[config.mk]
export PLATFORM = sky130hd
export DESIGN_NAME = lr1_inv_search_flat
export DESIGN_NICKNAME = d
export VERILOG_FILES = /design/src/rtl/lr1_inv_search_if.sv /design/src/rtl/lr1_inv_search.sv /design/src/flat_wrapper.sv
export SDC_FILE = /design/constraint.sdc
export NUM_CORES = 1
export LEC_CHECK = 0
export ABC_CLOCK_PERIOD_IN_PS = 2800
export CORE_ASPECT_RATIO = 0.7
export CORE_UTILIZATION = 52
export CTS_CLUSTER_SIZE = 25
export DETAILED_ROUTE_END_ITERATION = 10
export HOLD_SLACK_MARGIN = 0.15
export PLACE_DENSITY = 0.78
export SLEW_MARGIN = 20
export SYNTH_ARGS = -nofsm -noshare
export SYNTH_HDL_FRONTEND = slang
export SYNTH_SLANG_ARGS = --single-unit
[constraint.sdc]
create_clock -name i_clk -period 2.8 [get_ports i_clk]
set_clock_uncertainty 0.15 [all_clocks]
set_input_delay 0.56 -clock i_clk [delete_from_list [all_inputs] [get_ports i_clk]]
set_output_delay 0.56 -clock i_clk [all_outputs]
set_load 0.05 [all_outputs]
[src/rtl/lr1_inv_search_if.sv]
// Request/stream interface for the LR1 inverse-search block.
interface lr1_inv_search_if;
    logic       start;
    logic [3:0] y_in;
    logic       busy;
    logic       x_valid;
    logic [3:0] x_out;
    logic       done;
    logic [4:0] count;
    logic       found;

    modport master (
        output start, y_in,
        input  busy, x_valid, x_out, done, count, found
    );

    modport slave (
        input  start, y_in,
        output busy, x_valid, x_out, done, count, found
    );
endinterface

[src/rtl/lr1_inv_search.sv]
// Sequential preimage search of the LR1 4-bit S-box: scans X=0..F and
// streams every X whose forward image equals the latched Y.
module lr1_inv_search #(
    parameter int unsigned EARLY_STOP = 0
) (
    input  logic             i_clk,
    input  logic             i_rst,
    lr1_inv_search_if.slave  bus
);

    localparam int unsigned IDX_W = 4;
    localparam int unsigned CNT_W = 5;

    typedef enum logic {IDLE, SCAN} state_t;

    state_t             r_state, w_state;
    logic [IDX_W-1:0]   r_idx, w_idx;
    logic [3:0]         r_y, w_y;
    logic               r_busy, w_busy;
    logic               r_x_valid, w_x_valid;
    logic [3:0]         r_x_out, w_x_out;
    logic               r_done, w_done;
    logic [CNT_W-1:0]   r_count, w_count;
    logic               r_found, w_found;
    logic               w_match;

    // Forward LR1 substitution table
    function automatic logic [3:0] fwd(input logic [3:0] x);
        case (x)
            4'h0: fwd = 4'h8;  4'h1: fwd = 4'h5;  4'h2: fwd = 4'h2;  4'h3: fwd = 4'hA;
            4'h4: fwd = 4'hE;  4'h5: fwd = 4'h8;  4'h6: fwd = 4'h9;  4'h7: fwd = 4'h7;
            4'h8: fwd = 4'h5;  4'h9: fwd = 4'hF;  4'hA: fwd = 4'hB;  4'hB: fwd = 4'h4;
            4'hC: fwd = 4'h8;  4'hD: fwd = 4'hC;  4'hE: fwd = 4'h1;  default: fwd = 4'h0;
        endcase
    endfunction

    assign w_match = (fwd(r_idx) == r_y);

    always_ff @(posedge i_clk) begin
        if (i_rst) begin
            r_state   <= IDLE;
            r_idx     <= '0;
            r_y       <= '0;
            r_busy    <= 1'b0;
            r_x_valid <= 1'b0;
            r_x_out   <= '0;
            r_done    <= 1'b0;
            r_count   <= '0;
            r_found   <= 1'b0;
        end else begin
            r_state   <= w_state;
            r_idx     <= w_idx;
            r_y       <= w_y;
            r_busy    <= w_busy;
            r_x_valid <= w_x_valid;
            r_x_out   <= w_x_out;
            r_done    <= w_done;
            r_count   <= w_count;
            r_found   <= w_found;
        end
    end

    // Next-state and registered-output logic; strobes default low
    always_comb begin
        w_state   = r_state;
        w_idx     = r_idx;
        w_y       = r_y;
        w_busy    = r_busy;
        w_x_valid = 1'b0;
        w_x_out   = r_x_out;
        w_done    = 1'b0;
        w_count   = r_count;
        w_found   = r_found;

        case (r_state)
            IDLE: begin
                if (bus.start) begin
                    w_y     = bus.y_in;
                    w_idx   = '0;
                    w_count = '0;
                    w_found = 1'b0;
                    w_busy  = 1'b1;
                    w_state = SCAN;
                end
            end
            SCAN: begin
                if (w_match) begin
                    w_x_valid = 1'b1;
                    w_x_out   = r_idx;
                    w_count   = r_count + CNT_W'(1);
                end
                w_idx = r_idx + IDX_W'(1);
                if ((r_idx == IDX_W'(15)) || ((EARLY_STOP != 0) && w_match)) begin
                    w_done  = 1'b1;
                    w_busy  = 1'b0;
                    w_found = (w_count != '0);
                    w_state = IDLE;
                end
            end
            default: w_state = IDLE;
        endcase
    end

    assign bus.busy    = r_busy;
    assign bus.x_valid = r_x_valid;
    assign bus.x_out   = r_x_out;
    assign bus.done    = r_done;
    assign bus.count   = r_count;
    assign bus.found   = r_found;

endmodule

[src/flat_wrapper.sv]
// flat-port wrapper written by rule: the top's interface ports become plain ports
module lr1_inv_search_flat 
#(
    parameter int unsigned EARLY_STOP = 0
)
  (i_clk, i_rst, bus_start, bus_y_in, bus_busy, bus_x_valid, bus_x_out, bus_done, bus_count, bus_found);
  lr1_inv_search_if bus_i ();
  input  logic i_clk;
  input  logic i_rst;
  input wire logic [$bits(bus_i.start)-1:0] bus_start;
  input wire logic [$bits(bus_i.y_in)-1:0] bus_y_in;
  output wire logic [$bits(bus_i.busy)-1:0] bus_busy;
  output wire logic [$bits(bus_i.x_valid)-1:0] bus_x_valid;
  output wire logic [$bits(bus_i.x_out)-1:0] bus_x_out;
  output wire logic [$bits(bus_i.done)-1:0] bus_done;
  output wire logic [$bits(bus_i.count)-1:0] bus_count;
  output wire logic [$bits(bus_i.found)-1:0] bus_found;
  assign bus_i.start = bus_start;
  assign bus_i.y_in = bus_y_in;
  assign bus_busy = bus_i.busy;
  assign bus_x_valid = bus_i.x_valid;
  assign bus_x_out = bus_i.x_out;
  assign bus_done = bus_i.done;
  assign bus_count = bus_i.count;
  assign bus_found = bus_i.found;
  lr1_inv_search #(.EARLY_STOP(EARLY_STOP)) u_core (.i_clk(i_clk), .i_rst(i_rst), .bus(bus_i));
endmodule
==> results of run 1 <==
[power by group]
part	switching (mW)	internal [mW]	leakage (nW)	total (mW)
Sequential	0.0137	0.383	0.212	0.397
Clock	0.112	0.145	0.0279	0.257
Combinational	0.0500	0.0399	0.306	0.0899
Total	0.176	0.568	0.546	0.743
[worst min-delay path by stage]
stage	from	endpoint	slack [ps]	depth (start not counted)
after CTS	u_core.bus.x_out[3]	u_core.bus.x_out[3]	320	2
after detailed placement	u_core.bus.x_out[3]	u_core.bus.x_out[3]	300	2
final	u_core.bus.x_out[2]	u_core.bus.x_out[2]	320	2
after global routing	u_core.bus.x_out[1]	u_core.bus.x_out[1]	350	2
after global placement	u_core.bus.x_out[2]	u_core.bus.x_out[2]	300	2
after floorplan	u_core.r_idx[3]	u_core.bus.x_out[3]	320	2
[Yosys cell counts, types with 2 or more instances]
library cell	n
dfxtp_1	26
nor2_1	15
a21oi_1	10
nand2_1	10
mux2i_1	7
xnor2_1	7
nor3_1	6
clkbuf_1	5
ha_1	5
inv_1	5
nor3b_1	4
o21ai_0	4
o21a_1	3
a21o_1	2
nand3_1	2
nand3b_1	2
nand4_1	2
nor4_1	2
o21bai_1	2
[cells in the final DEF (no fill, tap or decap), drive strengths merged]
cell type,synthesis,final
mux2,1,1
nor3b,4,4
clkdlybuf4s50,0,19
a22oi,1,1
nand4,2,2
clkbuf,5,3
a21oi,12,12
nand2,10,10
and3,1,1
or3,1,1
and2b,1,1
dfxtp,26,26
a211oi,2,2
and3b,1,1
o21ai,4,4
nor2,16,16
a211o,1,1
bufinv,0,1
a41oi,1,1
mux2i,7,7
ha,5,5
buf,3,3
inv,5,5
nand3b,2,2
nor4,2,2
o21a,3,3
or2,1,1
xnor2,7,7
a31oi,1,1
nand3,2,2
a21o,2,2
nor3,7,7
nand2b,1,1
o21bai,2,2
o31a,1,1
[logic make-up after synthesis]
logic type	synth area share [%]
and+or+nand+nor	21.3
DFF	41.0
adders and majority gates	4.93
AOI/OAI and AO/OA	17.0
buffers and inverters	4.54
xor gates and xnor gates	4.83
muxes	6.41
[layer usage]
layer	up-vias	track usage (%)	routed length, um
met4	0	3.18	12
met5	-	0	0
met3	2	7.01	177
met2	44	30.9	1120
li1	521	-	-
met1	463	33.6	1280
[cell type report]
type	count	area share, %
Sequential cell	26	33.9
Timing Repair Buffer	22	13.9
Inverter	5	1.22
Clock inverter	1	1.96
Multi-Input combinational cell	101	45.0
Clock buffer	3	1.47
Tap cell	32	2.61
[worst reg2reg max path: cells and delay by family, from the launching register on]
kind / cells / cell delay (ps)
fa+ha+maj: 1 / 350
flops: 1 / 730
mux: 1 / 220
simple gates: 3 / 470
compound gates: 1 / 260
==> results.sh, run 1 <==
export IMPL_outcome="complete, no violations"
export IMPL_cts_setup_buffers=0
export IMPL_final_area_um2=1540
export IMPL_synth_fp_nets=152
export IMPL_crit_family="simple AND/OR/NAND/NOR gates"
export IMPL_num_rows=14
export IMPL_syn_inst=140
export IMPL_slowest_stage="clkdlybuf4s50_1"
export IMPL_max_slew_margin_rel_pct=59.9
export IMPL_layout_nets=171
export IMPL_layout_worst_path_cycle_share_pct=85.0
export IMPL_clockRootBuffer="clkbuf_4"
export IMPL_drive_gt1_share_pct=10.1
export IMPL_path_cells="clkdlybuf4s50_1 > nor3b_1 > a21oi_1 > nor2_1 > inv_1 > ha_1 > and3b_2 > a211o_1"
export IMPL_synth_edff_count=0
export IMPL_multiInputGateArea_um2=691
export IMPL_area_growth_pct=21.0
export IMPL_ys_async_sr_fraction_pct=0
export IMPL_crit_path_end_kind="register"
export IMPL_drc=0
export IMPL_synth_warnings=0
export IMPL_dp_cells=186
export IMPL_worst_path_buf_inv=2
export IMPL_drt_iter0_drc=121
export IMPL_r2r_worst_path_cells=6
export IMPL_start_kind="input port"
export IMPL_synthesis_area_um2=1270
export IMPL_power_density_nw_per_um2=484
export IMPL_setup_viol=0
export IMPL_hpwl_um=1900
export IMPL_diodes=0
export IMPL_ant_nets=0
export IMPL_min_period_ps=2380
export IMPL_antenna_found_initial=0
export IMPL_ys_seq_elements=26
export IMPL_synth_ff_type="dfxtp_1"
export IMPL_cts_buffer_depth=2
export IMPL_grt_pass1_wl_um=4330
export IMPL_ios=20
export IMPL_initial_utilization_pct=57.0
export IMPL_fin_setup_tns_ps=0
export IMPL_cts_resized_gates=0
export IMPL_yosysTopAreaCellShare_pct=41.0
export IMPL_hp_class="reg -> reg"
export IMPL_crit_cells=8
export IMPL_cap_viol_max_count=0
export IMPL_post_route_util_pct=69.0
export IMPL_die_y_um=43.3
export IMPL_cts_buffers=3
export IMPL_cts_tree="built"
export IMPL_crit_path_max_fanout=6
export IMPL_worst_pin_slew_ps=600
export IMPL_max_freq_mhz=420
export IMPL_yosysSeqAreaShare_pct=41.0
export IMPL_dr_pass1_iters=4
export IMPL_fill_cells=196
export IMPL_worstSetupPathType="in -> reg"
export IMPL_r2r_start="u_core.r_state"
export IMPL_p_leak_nw=0.546
export IMPL_fin_hold_ws_ps=320
export IMPL_first_global_vias=950
export IMPL_cpPeakStageDelay_ps=510
export IMPL_syn_area_per_cell_um2=9.06
export IMPL_cts_sinks=26
export IMPL_place_ws_ps=105
export IMPL_ctsHoldBuffers=0
export IMPL_required_ps=2870
export IMPL_drv_slew=0
export IMPL_wirelength_um=2590
export IMPL_grt_use_total_pct=22.1
export IMPL_setup_slack_ps=421
export IMPL_die_area_um2=2640
export IMPL_io_buffers=19
export IMPL_overflow=0
export IMPL_seqCellArea_um2=520
export IMPL_synth_area_leaders="dfxtp_1, mux2i_1, ha_1"
export IMPL_synth_cell_type_count=40
export IMPL_grt_max_degree=21
export IMPL_die_x_um=61.0
export IMPL_design_core_area_um2=2220
export IMPL_ff2ff_setup_slack_ps=510
export IMPL_clk_pin_slew_worst_paths_ps=130
export IMPL_hold_viol=0
export IMPL_arrival_ps=2450
export IMPL_htree_levels=1
export IMPL_yosysTopAreaCell="dfxtp_1"
export IMPL_routedWlPerCell_um=13.6
export IMPL_clock_latency_ps=320
export IMPL_vias=1030
export IMPL_stdcell_count=190
export IMPL_power_mw=0.743
export IMPL_grt_setup_unrepaired="false"
export IMPL_crit_start="bus_start"
export IMPL_place_congestion=0.851
export IMPL_dpl_cell_area_um2=1480
export IMPL_routed_via_density=5.42
export IMPL_peakVddDrop_mv=0.473
Note: power is estimated with default switching activity, not from simulation.
==> run 2: changes to the inputs <==
--- a/config.mk
+++ b/config.mk
@@ -5,13 +5,13 @@
 export SDC_FILE = /design/constraint.sdc
 export NUM_CORES = 1
 export LEC_CHECK = 0
-export ABC_CLOCK_PERIOD_IN_PS = 2800
+export ABC_CLOCK_PERIOD_IN_PS = 2100
 export CORE_ASPECT_RATIO = 0.7
-export CORE_UTILIZATION = 52
+export CORE_UTILIZATION = 47
 export CTS_CLUSTER_SIZE = 25
 export DETAILED_ROUTE_END_ITERATION = 10
 export HOLD_SLACK_MARGIN = 0.15
-export PLACE_DENSITY = 0.78
+export PLACE_DENSITY = 0.74
 export SLEW_MARGIN = 20
 export SYNTH_ARGS = -nofsm -noshare
 export SYNTH_HDL_FRONTEND = slang
==> constraint.sdc (replaced) <==
create_clock -name i_clk -period 2.1 [get_ports i_clk]
set_clock_uncertainty 0.15 [all_clocks]
set_input_delay 0.42 -clock i_clk [delete_from_list [all_inputs] [get_ports i_clk]]
set_output_delay 0.42 -clock i_clk [all_outputs]
set_load 0.05 [all_outputs]
==> run 2 against run 1 <==
  * Sequential share of layout area down 2.4 points
  * Via count up 6.7%
  * Critical path type is now reg -> reg
  * Critical path depth down 1
  * Largest power group unchanged
  * Largest cell class unchanged
  * Cell count up 7.9%
  * Sequential cell count unchanged
==> results.sh, run 2 (synthesized netlist as in run 1, its figures left out) <==
export IMPL_area_growth_pct=30.7
export IMPL_path_cells="ha_1 > a21oi_2 > nor2_2 > inv_1 > ha_1 > and3b_2 > a211o_1"
export IMPL_routed_via_density=5.36
export IMPL_worst_pin_slew_ps=502
export IMPL_setup_viol=0
export IMPL_max_slew_margin_rel_pct=66.5
export IMPL_min_period_ps=2020
export IMPL_clk_pin_slew_worst_paths_ps=90
export IMPL_ctsHoldBuffers=0
export IMPL_worstSetupPathType="reg -> reg"
export IMPL_hpwl_um=2180
export IMPL_power_mw=1.09
export IMPL_io_buffers=19
export IMPL_clockRootBuffer="clkbuf_8"
export IMPL_p_leak_nw=0.647
export IMPL_cts_buffers=3
export IMPL_diodes=0
export IMPL_grt_max_degree=16
export IMPL_start_kind="register"
export IMPL_setup_slack_ps=80.1
export IMPL_hp_class="reg -> reg"
export IMPL_wirelength_um=2820
export IMPL_drv_slew=0
export IMPL_layout_worst_path_cycle_share_pct=96.2
export IMPL_power_density_nw_per_um2=656
export IMPL_peakVddDrop_mv=0.459
export IMPL_ios=20
export IMPL_fin_setup_tns_ps=0
export IMPL_design_core_area_um2=2510
export IMPL_place_ws_ps=-311
export IMPL_die_x_um=64.1
export IMPL_num_rows=15
export IMPL_die_y_um=45.5
export IMPL_overflow=0
export IMPL_cts_tree="built"
export IMPL_layout_commonest_cell="dfxtp_1"
export IMPL_dr_pass1_iters=4
export IMPL_first_global_vias=968
export IMPL_ant_nets=0
export IMPL_max_freq_mhz=495
export IMPL_htree_levels=1
export IMPL_crit_path_end_kind="register"
export IMPL_die_area_um2=2910
export IMPL_cts_buffer_depth=2
export IMPL_crit_path_max_fanout=5
export IMPL_slowest_stage="dfxtp_1"
export IMPL_cts_sinks=26
export IMPL_hold_viol=0
export IMPL_vias=1099
export IMPL_grt_setup_unrepaired="false"
export IMPL_cts_setup_buffers=0
export IMPL_cpPeakStageDelay_ps=410
export IMPL_antenna_found_initial=0
export IMPL_grt_use_total_pct=21.2
export IMPL_clock_latency_ps=270
export IMPL_layout_nets=184
export IMPL_path_common_cell="ha_1"
export IMPL_routedWlPerCell_um=13.8
export IMPL_arrival_ps=2040
export IMPL_drc=0
export IMPL_outcome="complete, no violations"
export IMPL_grt_pass1_wl_um=4540
export IMPL_cap_viol_max_count=0
export IMPL_required_ps=2120
export IMPL_place_congestion=0.833
export IMPL_fin_hold_ws_ps=307
export IMPL_fill_cells=203
export IMPL_drive_gt1_share_pct=21.6
export IMPL_initial_utilization_pct=50.4
export IMPL_mostFrequentLayoutCells="dfxtp_1, buf_4, nor2_1"
export IMPL_drt_iter0_drc=45
[run 2: changes by cell type in the layout (fill, tap and decap cells not counted), sizes merged]
cell           previous run  this run
dlygate4sd2               0         1
dlymetal6s2s              0         1
clkdlybuf4s50            19        13
buf                       3        20
[run 2: area by class of cell]
| class | instances | area (um^2) | share of cell area [%] |
|---|---|---|---|
| tap | 34 | 42.5 | 2.57 |
| sequential | 26 | 522 | 31.5 |
| clock inverter | 1 | 30.0 | 1.81 |
| multi-input combinational | 101 | 702 | 42.3 |
| inverter | 5 | 18.8 | 1.13 |
| clock buffer | 3 | 41.3 | 2.49 |
| timing repair buffer | 35 | 302 | 18.2 |
[run 2: power breakdown]
part           switching [mW]  total [mW]  internal (mW)
combinational          0.0771       0.146         0.0689
clock                   0.160       0.415          0.255
sequential             0.0166       0.527          0.510
[run 2: through the flow]
stage / area, um^2 / utilization (%) / instances
floorplan: 1270 / - / 140
global placement: 1580 / 62.6 / 201
detailed placement: 1580 / 62.6 / 201
CTS: 1650 / 65.7 / 205
global route: 1660 / 65.9 / 205
finish: 1660 / 65.9 / 205
[run 2: critical path: cells and delay by family (launching register included)]
family	cells	cell delay (ps)
compound gates	2	470
fa+ha+maj	2	520
buf+inv	1	90
flops	1	410
simple gates	2	280
[run 2: timing repair]
| item | 4_1_cts | 5_1_grt |
|---|---|---|
| pin swaps | 1 | 0 |
| gates cloned | 0 | 0 |
| setup endpoints to repair | 1 | 2 |
| gates resized for setup | 3 | 2 |
[run 2: final timing paths]
path | slack (ps) | end | start | cells past startpoint
setup / recovery | 80 | register | u_core.r_idx[1] | 7
hold / removal | 310 | u_core.bus.x_out[0] | u_core.bus.x_out[0] | 2
setup reg to reg | 80 | register | u_core.r_idx[1] | 7
hold reg to reg | 310 | u_core.bus.x_out[0] | u_core.bus.x_out[0] | 2
[run 2: per-layer routing]
layer  up-vias  share of wire, %  wire (um)  global-route usage, %
met3         7               6.2        175                   5.25
met2        37                42       1190                   33.2
li1        549                 -          -                      -
met4         0               1.7         48                   8.89
met1       506                50       1410                   28.5
met5         -                 0          0                      0
==> run 3: changes to the inputs <==
--- a/config.mk
+++ b/config.mk
@@ -5,6 +5,7 @@
 export SDC_FILE = /design/constraint.sdc
 export NUM_CORES = 1
 export LEC_CHECK = 0
+export ABC_AREA = 1
 export ABC_CLOCK_PERIOD_IN_PS = 2100
 export CORE_ASPECT_RATIO = 0.7
 export CORE_UTILIZATION = 47
@@ -12,7 +13,7 @@
 export DETAILED_ROUTE_END_ITERATION = 10
 export HOLD_SLACK_MARGIN = 0.15
 export PLACE_DENSITY = 0.74
-export SLEW_MARGIN = 20
+export SKIP_LAST_GASP = 1
 export SYNTH_ARGS = -nofsm -noshare
 export SYNTH_HDL_FRONTEND = slang
 export SYNTH_SLANG_ARGS = --single-unit
==> run 3 against run 2 <==
  * Setup slack gained 16 ps
  * Via count grew 8.7%
  * Power shrank 4.1%
  * Synthesized cell count grew 30%
  * Cell count grew 20%
  * Sequential share of layout area is essentially flat
  * Core utilization shrank 1.5 points
  * Sequential power grew 2%
  * Die area grew 4.9%
  * Non-clock buffer count shrank 6
  * Clock-buffer cell count is the same
  * Clock power shrank 33%
  * Largest cell class unchanged
==> results.sh, run 3 <==
export IMPL_drc=0
export IMPL_ff2ff_setup_slack_ps=190
export IMPL_arrival_ps=1430
export IMPL_place_congestion=0.879
export IMPL_worstSetupPathType="reg -> out"
export IMPL_drt_iter0_drc=86
export IMPL_clockRootBuffer="clkbuf_8"
export IMPL_synth_edff_count=0
export IMPL_grt_pass1_wl_um=4750
export IMPL_p_leak_nw=0.752
export IMPL_layout_worst_path_cycle_share_pct=95.4
export IMPL_worst_pin_slew_ps=491
export IMPL_routedWlPerCell_um=11.5
export IMPL_cts_tree="built"
export IMPL_mostFrequentLayoutCells="nand2_1, inv_1, dfxtp_1"
export IMPL_die_area_um2=3060
export IMPL_crit_path_max_fanout=2
export IMPL_required_ps=1530
export IMPL_ant_nets=0
export IMPL_yosysTopAreaCellShare_pct=39.0
export IMPL_grt_max_degree=14
export IMPL_setup_viol=0
export IMPL_dpl_cell_area_um2=1610
export IMPL_io_buffers=19
export IMPL_outcome="complete, no violations"
export IMPL_vias=1195
export IMPL_grt_use_total_pct=21.2
export IMPL_yosysSeqAreaShare_pct=39.0
export IMPL_drive_gt1_share_pct=18.9
export IMPL_synth_fp_nets=194
export IMPL_wirelength_um=2820
export IMPL_diodes=0
export IMPL_ios=20
export IMPL_hp_class="reg -> reg"
export IMPL_power_density_nw_per_um2=630
export IMPL_synthesis_area_um2=1330
export IMPL_clk_pin_slew_worst_paths_ps=80
export IMPL_cts_buffer_depth=2
export IMPL_slowest_stage="clkdlybuf4s50_1"
export IMPL_ys_async_sr_fraction_pct=0
export IMPL_design_core_area_um2=2570
export IMPL_yosysTopAreaCell="dfxtp_1"
export IMPL_peakVddDrop_mv=0.357
export IMPL_met1_usage_pct=30.3
export IMPL_start_kind="register"
export IMPL_die_x_um=65.7
export IMPL_ctsHoldBuffers=0
export IMPL_synth_cell_type_count=28
export IMPL_htree_levels=1
export IMPL_synth_warnings=0
export IMPL_antenna_found_initial=0
export IMPL_use_met2_pct=31.8
export IMPL_ys_top_cells_by_count="nand2_1, inv_1, dfxtp_1"
export IMPL_worst_path_buf_inv=1
export IMPL_ys_seq_elements=26
export IMPL_drv_slew=0
export IMPL_syn_inst=182
export IMPL_num_rows=15
export IMPL_overflow=0
export IMPL_crit_path_end_kind="output port"
export IMPL_setup_slack_ps=95.9
export IMPL_cts_setup_buffers=0
export IMPL_first_global_vias=1064
export IMPL_cts_resized_gates=0
export IMPL_clock_latency_ps=270
export IMPL_synth_area_leaders="dfxtp_1, nand2_1, inv_1"
export IMPL_max_slew_margin_rel_pct=67.1
export IMPL_layout_commonest_cell="nand2_1"
export IMPL_path_cells="clkdlybuf4s50_1"
export IMPL_final_area_um2=1660
export IMPL_routed_via_density=4.86
export IMPL_dr_pass1_iters=4
export IMPL_fin_setup_tns_ps=0
export IMPL_syn_area_per_cell_um2=7.33
export IMPL_die_y_um=46.6
export IMPL_busiest_layer="met2"
export IMPL_layout_nets=226
export IMPL_cts_buffers=3
export IMPL_use_met3_pct=6.44
export IMPL_area_growth_pct=24.1
export IMPL_hold_viol=0
export IMPL_synth_most_common_cell="nand2_1"
export IMPL_cap_viol_max_count=0
export IMPL_initial_utilization_pct=51.9
export IMPL_max_freq_mhz=499
export IMPL_cts_sinks=26
export IMPL_grt_setup_unrepaired="false"
export IMPL_min_period_ps=2000
export IMPL_hpwl_um=2230
export IMPL_cpPeakStageDelay_ps=810
export IMPL_crit_family="buffers and inverters"
export IMPL_synth_ff_type="dfxtp_1"
export IMPL_place_ws_ps=-110
[run 3: cells by family after synthesis]
logic type	Yosys count	share of synthesized area [%]
xor+xnor	2	1.88
buf+inv	36	10.9
simple gates	77	28.5
compound gates	36	15.0
flops	26	39.0
fa+ha+maj	5	4.69
[run 3: worst paths after layout]
kind / start / to / cells past startpoint
worst max-delay path: u_core.bus.found / bus_found / 1
worst min register to register: u_core.bus.x_out[0] / u_core.bus.x_out[0] / 2
worst min-delay path: u_core.bus.x_out[0] / u_core.bus.x_out[0] / 2
worst max register to register: u_core.r_state / register / 9
[run 3: stage by stage]
stage	utilization [%]	total power, mW	cells	hold WS (ps)
3_3_place_gp	62.8	0.770	243	282
2_1_floorplan	-	0.703	182	294
3_5_place_dp	62.8	0.777	243	289
5_1_grt	64.4	1.10	246	325
4_1_cts	64.4	1.06	246	302
6_report	64.4	1.04	246	301
[run 3: area by class of cell]
| class | instances | area, um^2 |
|---|---|---|
| inverters | 34 | 130 |
| well taps | 34 | 42.5 |
| repair buffers | 29 | 253 |
| multi-input cells | 120 | 668 |
| clock buffers | 3 | 41.3 |
| fillers | 220 | 916 |
| flip-flops and latches | 26 | 520 |
[run 3: where the power goes]
part	switching [mW]	total (mW)	internal (mW)
clock	0.149	0.277	0.129
combinational	0.142	0.226	0.0846
sequential	0.0219	0.540	0.518
total	0.312	1.04	0.731
[run 3: routing by layer]
metal  up-vias  part of all wire (%)
met4         0                     0
met1       519                    52
met2        35                    42
li1        641                     -
met5         -                     0
met3         0                   6.5
